## src/rtl/steer_en_sm_if.sv

```systemverilog
// ---------------------------------------------------------------------------
// steer_en_sm_if
//   Bundles the load-cell inputs and the rider/steer outputs of steer_en_sm.
//   master: the producer of load-cell readings / consumer of results (bench,
//           upstream sampler).
//   slave : the steer_en_sm block itself.
//   Signals:
//     lft_ld, rght_ld  12-bit unsigned load-cell readings
//     ld_cell_diff     12-bit signed, saturated lft_ld - rght_ld (registered)
//     rider_off        1 = no rider present
//     en_steer         1 = steering enabled
// ---------------------------------------------------------------------------
interface steer_en_sm_if;
    logic [11:0] lft_ld;
    logic [11:0] rght_ld;
    logic [11:0] ld_cell_diff;
    logic        rider_off;
    logic        en_steer;

    modport master (
        output lft_ld, rght_ld,
        input  ld_cell_diff, rider_off, en_steer
    );

    modport slave (
        input  lft_ld, rght_ld,
        output ld_cell_diff, rider_off, en_steer
    );
endinterface

```

## src/rtl/steer_en_sm.sv

```systemverilog
// ---------------------------------------------------------------------------
// steer_en_sm
//   Rider-presence and steering-enable stage ahead of the balance controller.
//   Decides whether a rider is on the platform (with hysteresis on total
//   weight), and enables steering only after the rider has stood balanced
//   for 2^N clocks (N = 15 with fast_sim, else 26).
//   Ports:
//     clk   in  system clock, rising edge
//     rst   in  synchronous active-high reset
//     bus   steer_en_sm_if.slave
//             lft_ld/rght_ld in, ld_cell_diff/rider_off/en_steer out
//   Parameters:
//     fast_sim      1: 15-bit stability timer, 0: 26-bit
//     MIN_RIDER_WT  nominal rider-present threshold on lft_ld + rght_ld
//     WT_HYST       hysteresis half-band around MIN_RIDER_WT
// ---------------------------------------------------------------------------
module steer_en_sm #(
    parameter bit          fast_sim     = 1'b0,
    parameter logic [11:0] MIN_RIDER_WT = 12'h200,
    parameter logic [11:0] WT_HYST      = 12'h040
) (
    input logic          clk,
    input logic          rst,
    steer_en_sm_if.slave bus
);

    localparam int TW = fast_sim ? 15 : 26;

    localparam logic [12:0]   ON_THR    = {1'b0, MIN_RIDER_WT} + {1'b0, WT_HYST};
    localparam logic [12:0]   OFF_THR   = {1'b0, MIN_RIDER_WT} - {1'b0, WT_HYST};
    localparam logic [TW-1:0] TIMER_ONE = {{(TW-1){1'b0}}, 1'b1};

    typedef enum logic [1:0] {
        IDLE     = 2'd0,
        WAIT     = 2'd1,
        STEER_EN = 2'd2
    } state_t;

    state_t        state_q, state_d;
    logic [TW-1:0] timer_q, timer_d;
    logic [11:0]   diff_q,  diff_d;

    // ------------------------------------------------------------------
    // Combinational arithmetic on the current load-cell readings
    // ------------------------------------------------------------------
    logic [12:0] sum;
    logic [12:0] diff;       // two's complement, bit 12 is the sign
    logic [12:0] abs_diff;
    logic [12:0] sum_q4;     // sum / 4
    logic [12:0] sum_15_16;  // sum - sum/16
    logic        on, off, balanced, lost;

    always_comb begin
        sum       = {1'b0, bus.lft_ld} + {1'b0, bus.rght_ld};
        diff      = {1'b0, bus.lft_ld} - {1'b0, bus.rght_ld};
        // |diff| peaks at 4095, so it always fits in 13 unsigned bits.
        abs_diff  = diff[12] ? (~diff + 13'd1) : diff;
        sum_q4    = sum >> 2;
        sum_15_16 = sum - (sum >> 4);

        on        = (sum > ON_THR);
        off       = (sum < OFF_THR);
        balanced  = (abs_diff < sum_q4);
        lost      = (abs_diff > sum_15_16);

        // Saturate to 12-bit signed: bits 12 and 11 disagree only when
        // the value lies outside [-2048, 2047].
        if (!diff[12] && diff[11]) begin
            diff_d = 12'h7FF;
        end else if (diff[12] && !diff[11]) begin
            diff_d = 12'h800;
        end else begin
            diff_d = diff[11:0];
        end
    end

    // ------------------------------------------------------------------
    // Next-state logic. off is always tested first so a rider stepping
    // off wins over any balance/lost condition on the same cycle.
    // ------------------------------------------------------------------
    always_comb begin
        state_d = state_q;
        timer_d = timer_q;
        unique case (state_q)
            IDLE: begin
                if (on) begin
                    state_d = WAIT;
                    timer_d = '0;
                end
            end
            WAIT: begin
                if (off) begin
                    state_d = IDLE;
                end else if (!balanced) begin
                    timer_d = '0;
                end else if (&timer_q) begin
                    // Entry at timer=0 plus 2^N-1 increments plus this
                    // edge gives exactly 2^N edges to STEER_EN.
                    state_d = STEER_EN;
                end else begin
                    timer_d = timer_q + TIMER_ONE;
                end
            end
            STEER_EN: begin
                if (off) begin
                    state_d = IDLE;
                end else if (lost) begin
                    state_d = WAIT;
                    timer_d = '0;
                end
            end
            default: begin
                // Unreachable encoding: recover to a safe state.
                state_d = IDLE;
                timer_d = '0;
            end
        endcase
    end

    always_ff @(posedge clk) begin
        if (rst) begin
            state_q <= IDLE;
            timer_q <= '0;
            diff_q  <= '0;
        end else begin
            state_q <= state_d;
            timer_q <= timer_d;
            diff_q  <= diff_d;
        end
    end

    // Outputs decode straight from the state register, so they are
    // glitch-free and mutually exclusive.
    assign bus.rider_off    = (state_q == IDLE);
    assign bus.en_steer     = (state_q == STEER_EN);
    assign bus.ld_cell_diff = diff_q;

endmodule

```

## src/flat_wrapper.sv

```systemverilog
// flat-port wrapper written by rule: the top's interface ports become plain ports
module steer_en_sm_flat 
#(
    parameter bit          fast_sim     = 1'b0,
    parameter logic [11:0] MIN_RIDER_WT = 12'h200,
    parameter logic [11:0] WT_HYST      = 12'h040
)
  (clk, rst, bus_lft_ld, bus_rght_ld, bus_ld_cell_diff, bus_rider_off, bus_en_steer);
  steer_en_sm_if bus_i ();
  input logic clk;
  input logic rst;
  input wire logic [$bits(bus_i.lft_ld)-1:0] bus_lft_ld;
  input wire logic [$bits(bus_i.rght_ld)-1:0] bus_rght_ld;
  output wire logic [$bits(bus_i.ld_cell_diff)-1:0] bus_ld_cell_diff;
  output wire logic [$bits(bus_i.rider_off)-1:0] bus_rider_off;
  output wire logic [$bits(bus_i.en_steer)-1:0] bus_en_steer;
  assign bus_i.lft_ld = bus_lft_ld;
  assign bus_i.rght_ld = bus_rght_ld;
  assign bus_ld_cell_diff = bus_i.ld_cell_diff;
  assign bus_rider_off = bus_i.rider_off;
  assign bus_en_steer = bus_i.en_steer;
  steer_en_sm #(.fast_sim(fast_sim), .MIN_RIDER_WT(MIN_RIDER_WT), .WT_HYST(WT_HYST)) u_core (.clk(clk), .rst(rst), .bus(bus_i));
endmodule
```

## config.mk

```make
export PLATFORM = sky130hd
export DESIGN_NAME = steer_en_sm_flat
export DESIGN_NICKNAME = d
export VERILOG_FILES = /design/src/rtl/steer_en_sm_if.sv /design/src/rtl/steer_en_sm.sv /design/src/flat_wrapper.sv
export SDC_FILE = /design/constraint.sdc
export NUM_CORES = 1
export LEC_CHECK = 0
export ABC_CLOCK_PERIOD_IN_PS = 5900
export CAP_MARGIN = 20
export CORE_ASPECT_RATIO = 1.5
export CORE_UTILIZATION = 54
export CTS_CLUSTER_DIAMETER = 200
export CTS_CLUSTER_SIZE = 40
export DETAILED_ROUTE_END_ITERATION = 8
export GPL_ROUTABILITY_DRIVEN = 0
export HOLD_SLACK_MARGIN = 0.1
export PLACE_DENSITY = 0.8
export SYNTH_ARGS = -nofsm -noshare
export SYNTH_HDL_FRONTEND = slang
export SYNTH_SLANG_ARGS = --single-unit
export TNS_END_PERCENT = 20
```

## constraint.sdc

```tcl
create_clock -name clk -period 5.9 [get_ports clk]
set_clock_uncertainty 0.2 [all_clocks]
set_input_delay 0.885 -clock clk [delete_from_list [all_inputs] [get_ports clk]]
set_output_delay 0.885 -clock clk [all_outputs]
set_load 0.005 [all_outputs]
```

Word-level counts from Yosys, hierarchy flattened
Cells that the tools add are included.

Word-level logic and storage cells: 50. Flip-flop bits (word level): 40. Output and inout port bits: 14.

$add $sub $neg: 5. Reductions and logical operators: 9. Bitwise operators: 1. Magnitude comparators: 4. Multiplexer cells: 17. Eq/ne operators: 10.

Operator list (number): 2-to-1 mux 26 bit (6); case mux 26 bit (3 select lines) (1); adder 26 x 1 -> 26 bit, second input constant (1); AND reduction 26 bit (1); adder 12 x 12 -> 13 bit (1); adder 13 x 1 -> 13 bit, second input constant (1); greater-than comparator 13 x 10 -> 1 bit, second input constant (1); greater-than comparator 13 bit (1); less-than comparator 13 x 11 -> 1 bit (1); less-than comparator 13 x 9 -> 1 bit, second input constant (1); 2-to-1 mux 13 bit (1); inverter 13 bit (1); subtractor 12 x 12 -> 13 bit (1); subtractor 13 x 9 -> 13 bit (1); 2-to-1 mux 12 bit (1); 2-to-1 mux 2 bit (6); 2-to-1 mux 11 bit (1); inequality test 3 x 1 -> 1 bit, second input constant (3); case mux 2 bit (3 select lines) (1); AND reduction 5 bit (1); inequality test 2 x 1 -> 1 bit, second input constant (2); inequality test 2 bit, second input constant (2); AND reduction 4 bit (1); inequality test 3 bit, second input constant (1); other kinds (6) (8).

Logic depth before layout (Yosys ltp)
Gate-level depths: netlist (run 1).

Depth after elaboration: 8. Gate-level depth with buffers: 30. Depth with buffers taken out: 28.

Least setup slack after synthesis (run 1)
OpenSTA, ideal clock, no wires.

Path type: input to register. From: input bus_rght_ld[1]. To: register u_core.timer_q[14]. Path buffers: 2. Path slack: -0.084 ns. Data required time: 5.630 ns. Data arrival time: 5.714 ns. Stages: 28. Path through: inv_1 -> ha_1 -> nand2b_1 -> a2111oi_2 -> a2111o_1 -> xnor2_1 -> inv_1 -> fa_1 -> inv_1 -> a21oi_1 -> o21bai_1 -> o21ai_0 -> o211ai_1 -> o211ai_1 -> xor2_1 -> ha_1 -> and4_1 -> a2111oi_0 -> nand2_1 -> o2111ai_1 -> a21oi_1 -> nor2_1 -> a211o_1 -> buf_2 -> buf_2 -> a21o_1 -> nand2_1 -> a21oi_1.

Longest elaborated chain between the ends: 8.

RTL lines: start, declared (line flat_wrapper.sv:13) `input wire logic [$bits(bus_i.rght_ld)-1:0] bus_rght_ld;`; subtractor 12 x 12 -> 13 bit (line steer_en_sm.sv:55) `diff = {1'b0, bus.lft_ld} - {1'b0, bus.rght_ld};`; inverter 13 bit (line steer_en_sm.sv:57) `abs_diff = diff[12] ? (~diff + 13'd1) : diff;`; adder 13 x 1 -> 13 bit (line steer_en_sm.sv:57); 2-to-1 mux 13 bit (line steer_en_sm.sv:57); less-than comparator 13 x 11 -> 1 bit (line steer_en_sm.sv:63) `balanced = (abs_diff < sum_q4);`; 2-to-1 mux 26 bit (line steer_en_sm.sv:94) `end else if (!balanced) begin`; 2-to-1 mux 26 bit (line steer_en_sm.sv:92) `if (off) begin`; case mux 26 bit (3 select lines) (line steer_en_sm.sv:84) `unique case (state_q)`; end signal, assigned (line steer_en_sm.sv:127) `timer_q <= timer_d;`; end, declared (line steer_en_sm.sv:40) `logic [TW-1:0] timer_q, timer_d;`.

Several ways; a longest one is shown, not always the timed one. The select of a mux whose other input is x is not followed. A chain may end at the register's enable or synchronous reset.

Worst setup path in the final report (run 1)
From: input bus_lft_ld[1]. To: register u_core.timer_q[14].

Longest elaborated chain between the ends: 8.

RTL lines: start, declared (line flat_wrapper.sv:12) `input wire logic [$bits(bus_i.lft_ld)-1:0] bus_lft_ld;`; subtractor 12 x 12 -> 13 bit (line steer_en_sm.sv:55); inverter 13 bit (line steer_en_sm.sv:57); adder 13 x 1 -> 13 bit (line steer_en_sm.sv:57); 2-to-1 mux 13 bit (line steer_en_sm.sv:57); less-than comparator 13 x 11 -> 1 bit (line steer_en_sm.sv:63); 2-to-1 mux 26 bit (line steer_en_sm.sv:94); 2-to-1 mux 26 bit (line steer_en_sm.sv:92); case mux 26 bit (3 select lines) (line steer_en_sm.sv:84).

Several ways; a longest one is shown, not always the timed one. The select of a mux whose other input is x is not followed.

==> results of run 1 <==
==> worst max-delay path by stage <==
stage	start	to	slack, ns	cells after the start
CTS	bus_rght_ld[0]	u_core.timer_q[0]$_SDFFE_PP0P_	0.0008	30
global route	bus_rght_ld[6]	u_core.timer_q[15]$_SDFFE_PP0P_	-0.1	27
finish	bus_lft_ld[1]	u_core.timer_q[14]$_SDFFE_PP0P_	0.10	27
detailed placement	bus_rght_ld[1]	u_core.timer_q[14]$_SDFFE_PP0P_	-0.98	28
global placement	bus_rght_ld[1]	u_core.timer_q[16]$_SDFFE_PP0P_	-0.65	28
floorplan	bus_rght_ld[0]	u_core.timer_q[14]$_SDFFE_PP0P_	-0.003	29
==> power by group through the flow <==
stage          clock (W)  combinational (W)  sequential, W
2_1_floorplan          0           0.000579       0.000298
3_3_place_gp           0           0.000897       0.000297
3_5_place_dp           0           0.000940       0.000297
4_1_cts         0.000391            0.00104       0.000291
5_1_grt         0.000409            0.00128       0.000294
6_report        0.000393            0.00119       0.000292
==> through the flow <==
step / power [W] / instance area (um^2) / instances / TNS, ns
after detailed placement: 0.00124 / 5560 / 808 / -23.97
after global placement: 0.00119 / 5560 / 808 / -15.50
after global routing: 0.00198 / 6400 / 836 / -1.23
final: 0.00188 / 6400 / 836 / 0
after CTS: 0.00172 / 6110 / 832 / 0
after floorplan: 0.000877 / 4420 / 588 / -0.00332
==> registers in the layout, indices dropped and copies added (netlist names) <==
name	count
u_core.bus.ld_cell_diff	12
u_core.timer_q	26
u_core.state_q	2
==> worst reg2reg max path: stages (launching register included) <==
cell	delay [ns]
dfxtp_1	0.39
and3_1	0.23
and2_1	0.25
and4_1	0.37
nand4_1	0.27
nor3_1	0.70
nor2_1	0.26
nand3_1	0.16
a21o_1	0.12
nand2_1	0.06
a21oi_2	0.14
==> cells in the final DEF (no fill, tap or decap), types with 8 or more instances in the layout <==
| cell type | Yosys | routed |
|---|---|---|
| dfxtp_1 | 40 | 40 |
| or3_1 | 12 | 12 |
| clkdlybuf4s50_1 | 0 | 28 |
| xnor2_1 | 26 | 19 |
| nand2b_1 | 9 | 8 |
| a21oi_2 | 2 | 13 |
| a21o_1 | 14 | 13 |
| inv_1 | 43 | 32 |
| xnor2_2 | 1 | 8 |
| ha_4 | 0 | 9 |
| o21ai_0 | 15 | 9 |
| nand3_1 | 25 | 25 |
| nand4_1 | 9 | 9 |
| nor3_1 | 27 | 24 |
| a21oi_1 | 65 | 52 |
| buf_4 | 1 | 109 |
| buf_6 | 2 | 9 |
| inv_2 | 0 | 10 |
| ha_1 | 56 | 44 |
| nand2_1 | 48 | 46 |
| a31oi_1 | 12 | 12 |
| and3_1 | 16 | 16 |
| nor2_1 | 40 | 37 |
==> layer usage <==
layer / routed length [um] / part of all wire (%) / global-route usage, %
met3: 764 / 5.0 / 4.67
met1: 5460 / 35 / 32.7
met4: 1120 / 7.2 / 24.9
met5: 0 / 0 / 0
met2: 8080 / 52 / 64.2
==> layout make-up <==
type / instances / area, um^2 / share of cell area (%)
clock buffers: 5 / 125 / 1.95
clock inverters: 3 / 90.1 / 1.41
inverters: 43 / 164 / 2.56
multi-input cells: 485 / 3810 / 59.6
flip-flops and latches: 40 / 801 / 12.5
well taps: 105 / 131 / 2.05
repair buffers: 155 / 1270 / 19.9
==> cells by family (layout without fill, tap and decap cells) <==
| group | Yosys count | in the layout |
|---|---|---|
| and+or+nand+nor | 222 | 222 |
| AOI/OAI and AO/OA | 172 | 172 |
| buffers and inverters | 63 | 206 |
| adders and majority gates | 59 | 59 |
| DFF | 40 | 40 |
| xor gates and xnor gates | 32 | 32 |
==> what timing repair did <==
action / in CTS / in global routing
resized for setup: 65 / 83
pin swaps: 43 / 52
setup buffers: 14 / 6
endpoints found under the hold margin: 0 / 0
setup endpoints to repair: 28 / 28
cloned: 2 / 0
hold buffers: 0 / 0
==> metrics, run 1 <==
first-pass GRT wire length roughly 23000 um; Clock Sinks 40; number of global-route vias before repair approximately 5300; Yosys cell types 65; syn_area_per_cell ~7.5 um^2; CP Buf/Inv Count 4; pin count of the biggest net entering global routing 32; Sw Share between 30% and 40%; R2R Path Start u_core.timer_q[6]$_SDFFE_PP0P_; layout cells sized above 1 about a third; Reg clk slew, reported paths approximately 0.060 ns; max-slew violation count 0; Top FF cell, synth dfxtp_1; simple-gate share of the synthesized area roughly a quarter; Row Count 40; reg2reg path depth 10; TritonCTS clock tree yes; clock power share between 20% and 30%; Power Internal approximately 0.0011 W; Flop pwr share 15.6%; leading area contributor after synthesis dfxtp_1; hold depth 2; die width around 76 um; vias per cell between 6 and 7; Fillers about 460; Compound-Gate Fraction of Synth Area 25.9%; Core Util, Final between 80 and 90%; WL per Instance 18.5 um; Psw between 0.0007 and 0.0008 W; setup ws final ~0.1 ns; Mapped Cells about 590; Required @ worst endpoint around 6 ns; top post-synthesis cells by area dfxtp_1 (18%), ha_1 (16%), a21oi_1 (7.4%); Critical-path top delay cell fa_2; core region area slightly below 8000 um^2; Initial Utilization 55.4%; Antenna Cells 0; Worst Hold Class flip-flop to flip-flop; Peak VDD IR approximately 0.17 mV; R2R Path End u_core.timer_q[14]$_SDFFE_PP0P_; Max-slew headroom a little under half; achievable frequency roughly 170 MHz; Hold Path Sink u_core.timer_q[20]$_SDFFE_PP0P_; initial antenna violation count 0; Syn-to-layout area delta 45.2%; # port buffers 39; Seq/Total Area, Yosys between 15 and 20%; Setup crit end kind flip-flop; Power Density between 200 and 300 nW/um^2; #FFs+latches synth 40; CP peak stage delay 0.40 ns; critical path peak fanout 6; Synth top area share a little under a fifth; setup slack, reg-to-reg 2.67 ns; combinational fraction of design power 63.5%; Tmin final around 5.8 ns; Routed Antenna Nets 0; Congestion Overflow GR 0; YS warnings 0; DRT iter0 DRCs about 320; top cells by count, synth a21oi_1 (65), ha_1 (56), nand2_1 (48), inv_1 (43); cell with the most instances after synthesis a21oi_1; nets@finish a little over 800; CP dominant cell by count a21oi_2; drt total wl between 15000 and 20000 um; CTS HTree Levels 2; Remaining DRCs 0; Worst-Skew Late Latency ~0.29 ns; Die H around 110 um; fin crit share between 90 and 100%; slew of the pin with the lowest slew margin between 0.8 and 0.9 ns; CP delay by family, top compound AO/OA/AOI/OAI gates; Mapped Area ~4400 um^2; Root Driver clkbuf_16; Post-DP HPWL ~10000 um; Worst Hold Slack approximately 0.28 ns; TritonRoute pass-1 iters 7; total global-route track usage around a third; worst hold start u_core.timer_q[20]$_SDFFE_PP0P_; Crit Path Class input pin to flip-flop; max-cap violation count 0; post-synth net total 673; Adder-Cell Fraction of Synth Area 17.3%; largest family of logic cells by synthesized area simple AND/OR/NAND/NOR gates; I/O pins 40; LEAKAGE ~2.8 nW; die area 8540 um^2; Startpoint Class input pin; Fin. Hold Viols 0; dpl ws -0.977 ns; Post-synth EDFFs 0; Via Count approximately 5300; final setup vio count 0; CP arrival around 5.8 ns; xor/xnor share of the synthesized area approximately 6.5%; CTS max path bufs 2; status finished clean; total CTS buffers 5; FFs w/ async S/R, synth 0%; mux share of post-synthesis cell area 0%
Power figures use the tool's default switching activity.
==> run 2: changes to the inputs <==
Settings changed: PLACE_DENSITY 0.8 to 0.79.
==> run 2 against run 1 <==
  * Non-clock buffer count rose by 19
  * Highest routed layer unchanged
  * Critical endpoint is now u_core.timer_q[4]$_SDFFE_PP0P_
  * The flow now finishes with violations (negative setup slack)
  * Clock-buffer cell count unchanged
  * Sequential cell count is the same
  * Register-to-register slack improved by 0.03 ns
  * Critical path depth is 1 higher
  * Clock power is 29% lower
  * Power decreased by 6.0%
  * Sequential power is essentially flat
  * Final cell count grew 2.3%
==> metrics, run 2 (same netlist as run 1, synthesis figures left out) <==
status complete, but fails checks (was finished clean); failing checks negative setup slack; number of global-route vias before repair 5313 (was 5270); Tmin final 5.91 ns (was 5.80 ns); I/O pins 40 (unchanged); first-pass GRT wire length 23800 um (was 23100 um); Pwr Total 0.00177 W (was 0.00188 W); core region area 7960 um^2 (unchanged); CP peak stage delay 0.42 ns (was 0.40 ns); most frequent cells in the layout buf_4 (130), a21oi_1 (53), nand2_1 (45) (was buf_4 (109), a21oi_1 (52), nand2_1 (46)); pin count of the biggest net entering global routing 32 (unchanged); CP arrival 5.92 ns (was 5.82 ns); Crit Path Class input pin to flip-flop (unchanged); Placement Cell Area 5610 um^2 (was 5560 um^2); Worst-Skew Late Latency 0.29 ns (about the same); fin crit share 100% (was 98.3%); slew of the pin with the lowest slew margin 0.785 ns (was 0.813 ns); final setup vio count 1 (was 0); Post-DP HPWL 10200 um (was 10300 um); Required @ worst endpoint 5.91 ns (was 5.92 ns); die area 8540 um^2 (unchanged); Die H 113 um (unchanged); Power Density 272 nW/um^2 (was 294 nW/um^2); layout cells sized above 1 33.2% (was 31.9%); CTS HTree Levels 2 (unchanged); Fin. Hold Viols 0 (unchanged); Layout Cells excl Fill 855 (was 836); LEAKAGE 2.84 nW (was 2.80 nW); die width 75.8 um (unchanged); Syn-to-layout area delta 47.2% (was 45.2%); Peak VDD IR 0.191 mV (was 0.175 mV); Critical-path top delay cell a2111oi_4 (was fa_2); commonest non-fill, non-tap cell in the layout buf_4 (unchanged); Clock Sinks 40 (unchanged); total global-route track usage 36.1% (was 34.6%); Reg clk slew, reported paths 0.06 ns (about the same); Max-slew headroom 47.2% (was 45.4%); max-slew violation count 0 (unchanged); Antenna Cells 0 (unchanged); critical path peak fanout 5 (was 6); total CTS buffers 5 (unchanged); WL per Instance 18.8 um (was 18.5 um); max-cap violation count 0 (unchanged); Via Count 5501 (was 5327); drt total wl 16100 um (was 15400 um); max FFs per register 26 (unchanged); dpl cells 814 (was 808); Initial Utilization 55.4% (unchanged); Startpoint Class input pin (unchanged); Remaining DRCs 0 (unchanged); Most flops, register u_core.timer_q (unchanged); Root Driver clkbuf_16 (unchanged); Congestion Overflow GR 0 (unchanged); DRT iter0 DRCs 455 (was 324); setup ws final -0.0135 ns (was 0.100 ns); initial antenna violation count 0 (unchanged); CTS max path bufs 2 (unchanged); fin area 6490 um^2 (was 6400 um^2); achievable frequency 169 MHz (was 172 MHz); nets@finish 834 (was 815); Routed Antenna Nets 0 (unchanged); vias per cell 6.43 (was 6.37); TritonRoute pass-1 iters 5 (was 7); TritonCTS clock tree yes (unchanged); Row Count 40 (unchanged); Setup crit end kind flip-flop (unchanged); Worst Hold Class flip-flop to flip-flop (unchanged); # port buffers 39 (unchanged); RSZ-0062 raised after global routing yes
run 2: area by class of cell:
type                       count  area (um^2)
sequential                    40          801
timing repair buffer         174         1410
inverter                      43          166
tap                          105          131
clock inverter                 3         23.8
multi-input combinational    485         3840
fill                         457         1470
clock buffer                   5          125
run 2: per-stage QoR:
stage	setup TNS, ns	utilization (%)	hold slack, ns	setup WS, ns
2_1_floorplan	-0.00332	-	0.236	-0.00332
3_3_place_gp	-16.30	70.4	0.251	-0.723
3_5_place_dp	-20.62	70.4	0.266	-0.881
4_1_cts	0	77.4	0.282	0.00105
5_1_grt	-3.55	81.6	0.307	-0.225
6_report	-0.0135	81.6	0.293	-0.0135
run 2: worst paths after layout:
kind	startpoint	end	slack, ns	cells after the start
min	u_core.timer_q[20]$_SDFFE_PP0P_	u_core.timer_q[20]$_SDFFE_PP0P_	0.29	2
max reg2reg	u_core.timer_q[7]$_SDFFE_PP0P_	u_core.timer_q[14]$_SDFFE_PP0P_	2.70	10
max	bus_rght_ld[1]	u_core.timer_q[4]$_SDFFE_PP0P_	-0.01	28
min reg2reg	u_core.timer_q[20]$_SDFFE_PP0P_	u_core.timer_q[20]$_SDFFE_PP0P_	0.29	2
run 2: what timing repair did:
item                       in CTS  in global routing
hold endpoints to repair        0                  0
pin swaps                      51                 57
buffers inserted               23                  8
hold buffers                    0                  0
cloned                          2                  0
resized for setup              65                 85
setup endpoints to repair      28                 28
run 2: routing by layer:
layer	global-route usage, %	up-vias	routed length, um
met5	0	-	0
met4	25.8	0	1370
met3	7.09	124	812
met2	64.5	324	8360
met1	35.1	2585	5520
li1	-	2468	-
run 2: worst max-delay path, delay by kind of cell:
family	cells	cell delay, ns
xor gates and xnor gates	2	0.30
adders and majority gates	3	0.89
buffers and inverters	5	0.45
AOI/OAI and AO/OA	12	2.36
and+or+nand+nor	6	1.00
run 2: power by group:
part	switching [W]	internal (W)
Sequential	0.00000656	0.000285
Clock	0.000120	0.000157
Combinational	0.000620	0.000577
Total	0.000747	0.00102
